**config.mk**
```make
export PLATFORM = sky130hd
export DESIGN_NAME = idex_stage
export DESIGN_NICKNAME = d
export VERILOG_FILES = /design/src/rtl/cpu_pkg.sv /design/src/rtl/md_busy_ctr.sv /design/src/rtl/idex_stage.sv
export SDC_FILE = /design/constraint.sdc
export NUM_CORES = 1
export LEC_CHECK = 0
export ABC_AREA = 1
export BUFFER_PORTS_ARGS = -buffer_cell sky130_fd_sc_hd__buf_2
export CORE_UTILIZATION = 45
export CTS_BUF_LIST = sky130_fd_sc_hd__clkbuf_8
export DETAILED_ROUTE_END_ITERATION = 6
export PLACE_DENSITY = 0.81
export SYNTH_ARGS = -nofsm -noshare
export SYNTH_HDL_FRONTEND = slang
export SYNTH_SLANG_ARGS = --single-unit
```
**constraint.sdc**
```tcl
create_clock -name clk -period 2.65 [get_ports clk]
set_clock_uncertainty 0.05 [all_clocks]
set_input_delay 0.265 -clock clk [delete_from_list [all_inputs] [get_ports clk]]
set_output_delay 0.265 -clock clk [all_outputs]
set_load 0.01 [all_outputs]
```
**src/rtl/cpu_pkg.sv**
```systemverilog
// rtl/cpu_pkg.sv - shared CPU pipeline types and constants
package cpu_pkg;

    localparam int REG_W = 4;
    localparam logic [REG_W-1:0] R0 = 4'h0;

    // Control bits carried from ID into EX
    typedef struct packed {
        logic       regWrite;
        logic       memRead;
        logic       memWrite;
        logic       regWrite0;
        logic       md;
        logic [3:0] aluop;
    } ctrl_t;

    typedef enum logic {
        IDLE = 1'b0,
        BUSY = 1'b1
    } hz_state_t;

endpackage

```
**src/rtl/md_busy_ctr.sv**
```systemverilog
// rtl/md_busy_ctr.sv - multi-cycle multiply/divide occupancy FSM and counter
module md_busy_ctr
    import cpu_pkg::*;
#(
    parameter int MD_LAT = 4
) (
    input  logic clk,
    input  logic rst_n,
    input  logic md_start,
    input  logic ex_flush,
    output logic idle,
    output logic busy_hold,
    output logic md_done
);

    localparam int CNT_W = (MD_LAT > 2) ? $clog2(MD_LAT) : 1;

    hz_state_t        state;
    logic [CNT_W-1:0] cnt;

    // Decode status from registered state; a flush suppresses md_done
    always_comb begin
        idle      = (state == IDLE);
        busy_hold = (state == BUSY) && (cnt != '0);
        md_done   = (state == BUSY) && (cnt == '0) && !ex_flush;
    end

    // IDLE/BUSY transitions; md_start cycle counts as the first EX cycle
    always_ff @(posedge clk or negedge rst_n) begin
        if (!rst_n) begin
            state <= IDLE;
            cnt   <= '0;
        end else if (ex_flush) begin
            state <= IDLE;
            cnt   <= '0;
        end else begin
            case (state)
                IDLE: begin
                    if (md_start) begin
                        state <= BUSY;
                        cnt   <= CNT_W'(MD_LAT - 2);
                    end
                end
                BUSY: begin
                    if (cnt != '0) begin
                        cnt <= cnt - CNT_W'(1);
                    end else begin
                        state <= IDLE;
                    end
                end
                default: begin
                    state <= IDLE;
                    cnt   <= '0;
                end
            endcase
        end
    end

endmodule

```
**src/rtl/idex_stage.sv**
```systemverilog
// rtl/idex_stage.sv - ID/EX pipeline register with load-use, flush and md hold control
module idex_stage
    import cpu_pkg::*;
#(
    parameter int DW     = 16,
    parameter int MD_LAT = 4
) (
    input  logic             clk,
    input  logic             rst_n,
    input  logic             id_valid,
    input  logic [REG_W-1:0] id_rr1,
    input  logic [REG_W-1:0] id_rr2,
    input  logic [DW-1:0]    id_rd1,
    input  logic [DW-1:0]    id_rd2,
    input  logic [DW-1:0]    id_imm,
    input  logic [3:0]       id_aluop,
    input  logic             id_regWrite,
    input  logic             id_memRead,
    input  logic             id_memWrite,
    input  logic             id_regWrite0,
    input  logic             id_md,
    input  logic             ex_flush,
    output logic             idex_valid,
    output logic [REG_W-1:0] idex_rr1,
    output logic [REG_W-1:0] idex_rr2,
    output logic [DW-1:0]    idex_rd1,
    output logic [DW-1:0]    idex_rd2,
    output logic [DW-1:0]    idex_imm,
    output logic [3:0]       idex_aluop,
    output logic             idex_regWrite,
    output logic             idex_memRead,
    output logic             idex_memWrite,
    output logic             idex_regWrite0,
    output logic             idex_md,
    output logic             stall_front,
    output logic             exmem_bubble,
    output logic             md_done
);

    ctrl_t idCtrl;
    ctrl_t exCtrl;
    logic  mdIdle;
    logic  busyHold;
    logic  md_start;
    logic  mdHold;
    logic  lu;

    // Pack ID control bits for a single-word register load
    always_comb begin
        idCtrl = '{regWrite:  id_regWrite,
                   memRead:   id_memRead,
                   memWrite:  id_memWrite,
                   regWrite0: id_regWrite0,
                   md:        id_md,
                   aluop:     id_aluop};
    end

    // Hazard detection: md wins over load-use when both decode bits are set
    always_comb begin
        md_start     = mdIdle && idex_valid && exCtrl.md;
        mdHold       = md_start || busyHold;
        lu           = mdIdle && !md_start && idex_valid && exCtrl.memRead &&
                       (idex_rr1 != R0) && id_valid &&
                       ((idex_rr1 == id_rr1) || (idex_rr1 == id_rr2));
        stall_front  = lu || mdHold;
        exmem_bubble = mdHold;
    end

    md_busy_ctr #(.MD_LAT(MD_LAT)) uCtr (
        .clk       (clk),
        .rst_n     (rst_n),
        .md_start  (md_start),
        .ex_flush  (ex_flush),
        .idle      (mdIdle),
        .busy_hold (busyHold),
        .md_done   (md_done)
    );

    // ID/EX register: flush, then md hold, then load-use bubble, else load
    always_ff @(posedge clk or negedge rst_n) begin
        if (!rst_n) begin
            idex_valid <= 1'b0;
            idex_rr1   <= '0;
            idex_rr2   <= '0;
            idex_rd1   <= '0;
            idex_rd2   <= '0;
            idex_imm   <= '0;
            exCtrl     <= '0;
        end else if (ex_flush || (!mdHold && lu)) begin
            idex_valid <= 1'b0;
            idex_rr1   <= '0;
            idex_rr2   <= '0;
            idex_rd1   <= '0;
            idex_rd2   <= '0;
            idex_imm   <= '0;
            exCtrl     <= '0;
        end else if (!mdHold) begin
            idex_valid <= id_valid;
            idex_rr1   <= id_rr1;
            idex_rr2   <= id_rr2;
            idex_rd1   <= id_rd1;
            idex_rd2   <= id_rd2;
            idex_imm   <= id_imm;
            exCtrl     <= id_valid ? idCtrl : '0;
        end
    end

    // Unpack registered control for the forwarding unit and EX
    always_comb begin
        idex_regWrite  = exCtrl.regWrite;
        idex_memRead   = exCtrl.memRead;
        idex_memWrite  = exCtrl.memWrite;
        idex_regWrite0 = exCtrl.regWrite0;
        idex_md        = exCtrl.md;
        idex_aluop     = exCtrl.aluop;
    end

endmodule

```
# Word-level counts from Yosys, hierarchy flattened
# Index checks and enable logic that the tools add are counted.
# Widths: inputs -> output; s select.
# totals
regBits	69
in_bits	69
output_inout_bits	69
word_cells	67
# classes
n_addsub	1
n_eq_ne	5
muxes	23
n_bitwise	1
reduce_logical	23
# ops
operator	count
$mux 16	6
$mux 9	3
$mux 4	4
$logic_and 1x1->1	12
$eq 4x4->1	2
$mux 2	3
$mux 1	5
$logic_or 1x1->1	4
$pmux 2 s2	1
$reduce_bool 4->1	1
$logic_not 1->1	3
$ne 3x2->1 const B	1
$ne 3x3->1 const B	1
$logic_not 2->1	1
$ne 2x1->1 const B	1
$pmux 1 s2	1
$reduce_and 2->1	1
$reduce_bool 2->1	1
$sub 2x1->2 const B	1
$not 1->1	1

# Logic depth before layout (Yosys ltp)
# logic_depth
ltp_word	13
depth_mapped	11

# Modules after synthesis
# From an unflattened synthesis, not the netlist that was laid out.
# unflattened
cells_unflattened	395
hier_area_um2	3219.3
# modules_own_cells
mod	n_inst	cells_per_inst	area_each_um2
idex_stage	1	369	3042.9
md_busy_ctr	1	26	176.4

# Worst setup path after synthesis
# OpenSTA, ideal clock, no wires.
# synth_path
path_type	reg2out
start	register idex_rr1[1]
end	output port stall_front
arrival_ns	1.273
path_slack_ns	1.062
path_stages_with_launch	11
n_path_buf	2
path_cell_list	dfrtp_1 > inv_1 > nand2_1 > nand2_1 > nor2_1 > nand2_1 > nand2_1 > nand2_1 > buf_4 > buf_4 > nand3_1
# synth_between
elab_chain_len	5
word_cells_on_any_way	8
cone_classes	eq/ne: 2; reduce/logical: 6
# synth_lines
element	line_no	text
from (decl)	idex_stage.sv:24	output logic [REG_W-1:0] idex_rr1,
from (signal assigned)	idex_stage.sv:99	idex_rr1 <= id_rr1;
$reduce_bool 4->1	idex_stage.sv:63	(idex_rr1 != R0) && id_valid &&
$logic_and 1x1->1	idex_stage.sv:62	lu = mdIdle && !md_start && idex_valid && exCtrl.memRead &&
$logic_and 1x1->1	idex_stage.sv:63	
$logic_and 1x1->1 (*)	idex_stage.sv:63	
$logic_or 1x1->1 (*)	idex_stage.sv:65	stall_front = lu || mdHold;
to (decl)	idex_stage.sv:35	output logic stall_front,
# Mark *: on every way between the ends. The rest lies on a longest branch, timed or not.

# Worst setup path in the final report
# layout_path
start	register idex_rr1[0]
end	output port stall_front
# Same word-level chain as after synthesis.

==> results.sh <==
export IMPL_dp_slack_ps=713
export IMPL_routabilityCongestion=0.815
export IMPL_cts_setup_buffers=0
export IMPL_ios=138
export IMPL_diodes=0
export IMPL_synth_warnings=0
export IMPL_vdd_drop_max_mv=0.269
export IMPL_syn_area_mm2=0.00317
export IMPL_clock_latency_ps=330
export IMPL_synth_top_cell_by_area="dfrtp_1"
export IMPL_grt_pass1_wl_mm=13.2
export IMPL_drive_gt1_share_pct=32.5
export IMPL_final_nets=582
export IMPL_leakage_uw=0.00248
export IMPL_avgSynthCellArea_um2=8.24
export IMPL_vias=3078
export IMPL_placed_cells=596
export IMPL_crit_path_end_kind="primary output"
export IMPL_final_hold_viol_count=0
export IMPL_drc_errors=0
export IMPL_required_ps=2340
export IMPL_utilization_pct=60.4
export IMPL_clockRootBuffer="clkbuf_8"
export IMPL_clk_pin_slew_ps=80
export IMPL_syn_inst=385
export IMPL_core_mm2=0.00679
export IMPL_num_rows=30
export IMPL_start_util_pct=46.7
export IMPL_grt_pass1_vias=2890
export IMPL_antenna_found_initial=0
export IMPL_die_w_um=85.9
export IMPL_critPathArrivalTime_ps=1850
export IMPL_max_slew_margin_pct=55.6
export IMPL_ant_nets=0
export IMPL_crit_type="flip-flop to primary output"
export IMPL_grt_overflow_total=0
export IMPL_firstDrtPassIters=4
export IMPL_ys_seq_elements=69
export IMPL_synth_top_area_share_pct=54.5
export IMPL_period_minus_slack_ps=2170
export IMPL_rsz0062_at_grt="false"
export IMPL_setup_viol=0
export IMPL_yosys_top_cells_area="dfrtp_1 (54%), nand2_1 (21%), nand4_1 (13%), inv_1 (3.0%), buf_6 (1.8%)"
export IMPL_hp_class="input port to flip-flop"
export IMPL_routed_wl_mm=8.03
export IMPL_cp_start_kind="flip-flop"
export IMPL_maxCapViolCount=0
export IMPL_tns_ps=0
export IMPL_p_per_area_mw_per_mm2=581
export IMPL_grt_max_degree=67
export IMPL_synthDistinctLibCells=20
export IMPL_status="completed"
export IMPL_ys_seq_area_share_pct=54.5
export IMPL_cts_sinks=69
export IMPL_instances_no_fill=613
export IMPL_port_buffers=137
export IMPL_wire_per_inst_um=13.1
export IMPL_clockBufferDepth=2
export IMPL_synth_nets=455
export IMPL_h_tree_depth=3
export IMPL_area_delta_synth_final_pct=29.5
export IMPL_drt_iter0_drc=172
export IMPL_timing_fmax_ghz=0.462
export IMPL_slew_viol_final=0
export IMPL_vias_per_cell=5.02
export IMPL_cts_tree="built"
export IMPL_setup_slack_ps=483
export IMPL_cts_inserted_buffers=9
export IMPL_path_max_fanout=27
export IMPL_die_h_um=85.9
export IMPL_design_die_area_mm2=0.00739
export IMPL_place_area_mm2=0.00387
export IMPL_post_dp_hpwl_mm=5.33
export IMPL_tightest_slew_ps=666
export IMPL_timing_final_crit_share_pct=81.8
export IMPL_final_area_mm2=0.00411
export IMPL_grt_usage_pct=22.6
synth_stat cells:
master,instances
nand2_1,175
dfrtp_1,69
nand4_1,65
inv_1,25
buf_2,9
buf_1,7
nor2_1,7
buf_6,5
buf_4,4
clkbuf_1,4
a21oi_1,3
inv_2,3
nand2_2,2
a31oi_1,1
ha_1,1
nand3_1,1
nor3_1,1
o21ai_0,1
o22ai_1,1
or2_4,1
metal layers:
metal	global-route usage, %	wire (µm)	vias up
li1	-	-	1506
met1	29.0	3610	1437
met2	36.7	3760	119
met3	4.23	508	16
met4	11.2	158	0
met5	0	0	-
final timing paths:
path / startpoint / endpoint / slack (ps) / cells past startpoint
max in group asynchronous: rst_n / idex_rr1[1]$_DFFE_PN0P_ / 1720 / 3
min in group asynchronous: rst_n / idex_imm[9]$_DFFE_PN0P_ / 440 / 3
worst max register to register: uCtr.cnt[0]$_DFFE_PN0P_ / idex_rr2[0]$_DFFE_PN0P_ / 690 / 9
worst min-delay path: id_rd2[2] / idex_rd2[2]$_DFFE_PN0P_ / 120 / 3
worst min register to register: idex_rd1[7]$_DFFE_PN0P_ / idex_rd1[7]$_DFFE_PN0P_ / 430 / 2
worst max-delay path: idex_rr1[0]$_DFFE_PN0P_ / stall_front / 480 / 7
state kept, by name, indices dropped and copies added (netlist names), 2 cells and up:
name        count
idex_rd1       16
idex_rr1        4
idex_aluop      4
idex_rd2       16
idex_rr2        4
uCtr.cnt        2
idex_imm       16
layout by cell type (no fill, tap or decap):
cell / count
nand2_1: 174
buf_2: 137
dfrtp_1: 69
nand4_1: 65
inv_1: 24
clkbuf_8: 10
nor2_1: 7
buf_4: 6
inv_2: 4
nand2_2: 3
a21oi_1: 3
clkinv_2: 2
bufinv_16: 2
or2_4: 1
nor3_1: 1
nand3_1: 1
a31oi_1: 1
o21ai_0: 1
o22ai_1: 1
ha_1: 1
clkinv_4: 1
clkinvlp_4: 1
dlygate4sd3_1: 1
buf_12: 1
timing repair:
item | CTS | global route
endpoints found under the hold margin | 69 | 0
hold buffers | 1 | 0
gates resized for setup | 0 | 0
endpoints found under the setup margin | 0 | 0
layout make-up:
| cell class | count | area (µm²) |
|---|---|---|
| clock buffers | 10 | 138 |
| well taps | 96 | 120 |
| inverters | 28 | 105 |
| repair buffers | 145 | 761 |
| flip-flops and latches | 69 | 1730 |
| clock inverters | 6 | 86.3 |
| multi-input cells | 259 | 1170 |
| fillers | 605 | 2690 |
through the flow:
stage,hold WS [ps],power [µW]
after CTS,106,2410
after floorplan,-80.6,1290
after global routing,111,2490
final,119,2390
after detailed placement,274,1450
after global placement,272,1440
worst max-delay path: stages, from the launching register on:
cell and delay [ps]:
dfrtp_1 430, inv_1 110, nand2_1 70, nor3_1 120
nor2_1 80, nand2_2 390, nand3_1 150, buf_2 180
cells by family after synthesis:
kind of cell,Yosys count,share of synthesized area (%)
buffers and inverters,57,8.76
adder cells (fa/ha/maj),1,0.395
flip-flops,69,54.5
AND/OR/NAND/NOR,252,35.4
AO/OA/AOI/OAI,6,1.03
power breakdown:
part	leakage, µW	total [µW]	internal [µW]	switching, µW
clock network	0.000112	954	554	400
registers	0.000896	1140	1110	34.8
logic	0.00147	287	120	166
total	0.00248	2390	1780	601
(Power assumes the default switching activity.)
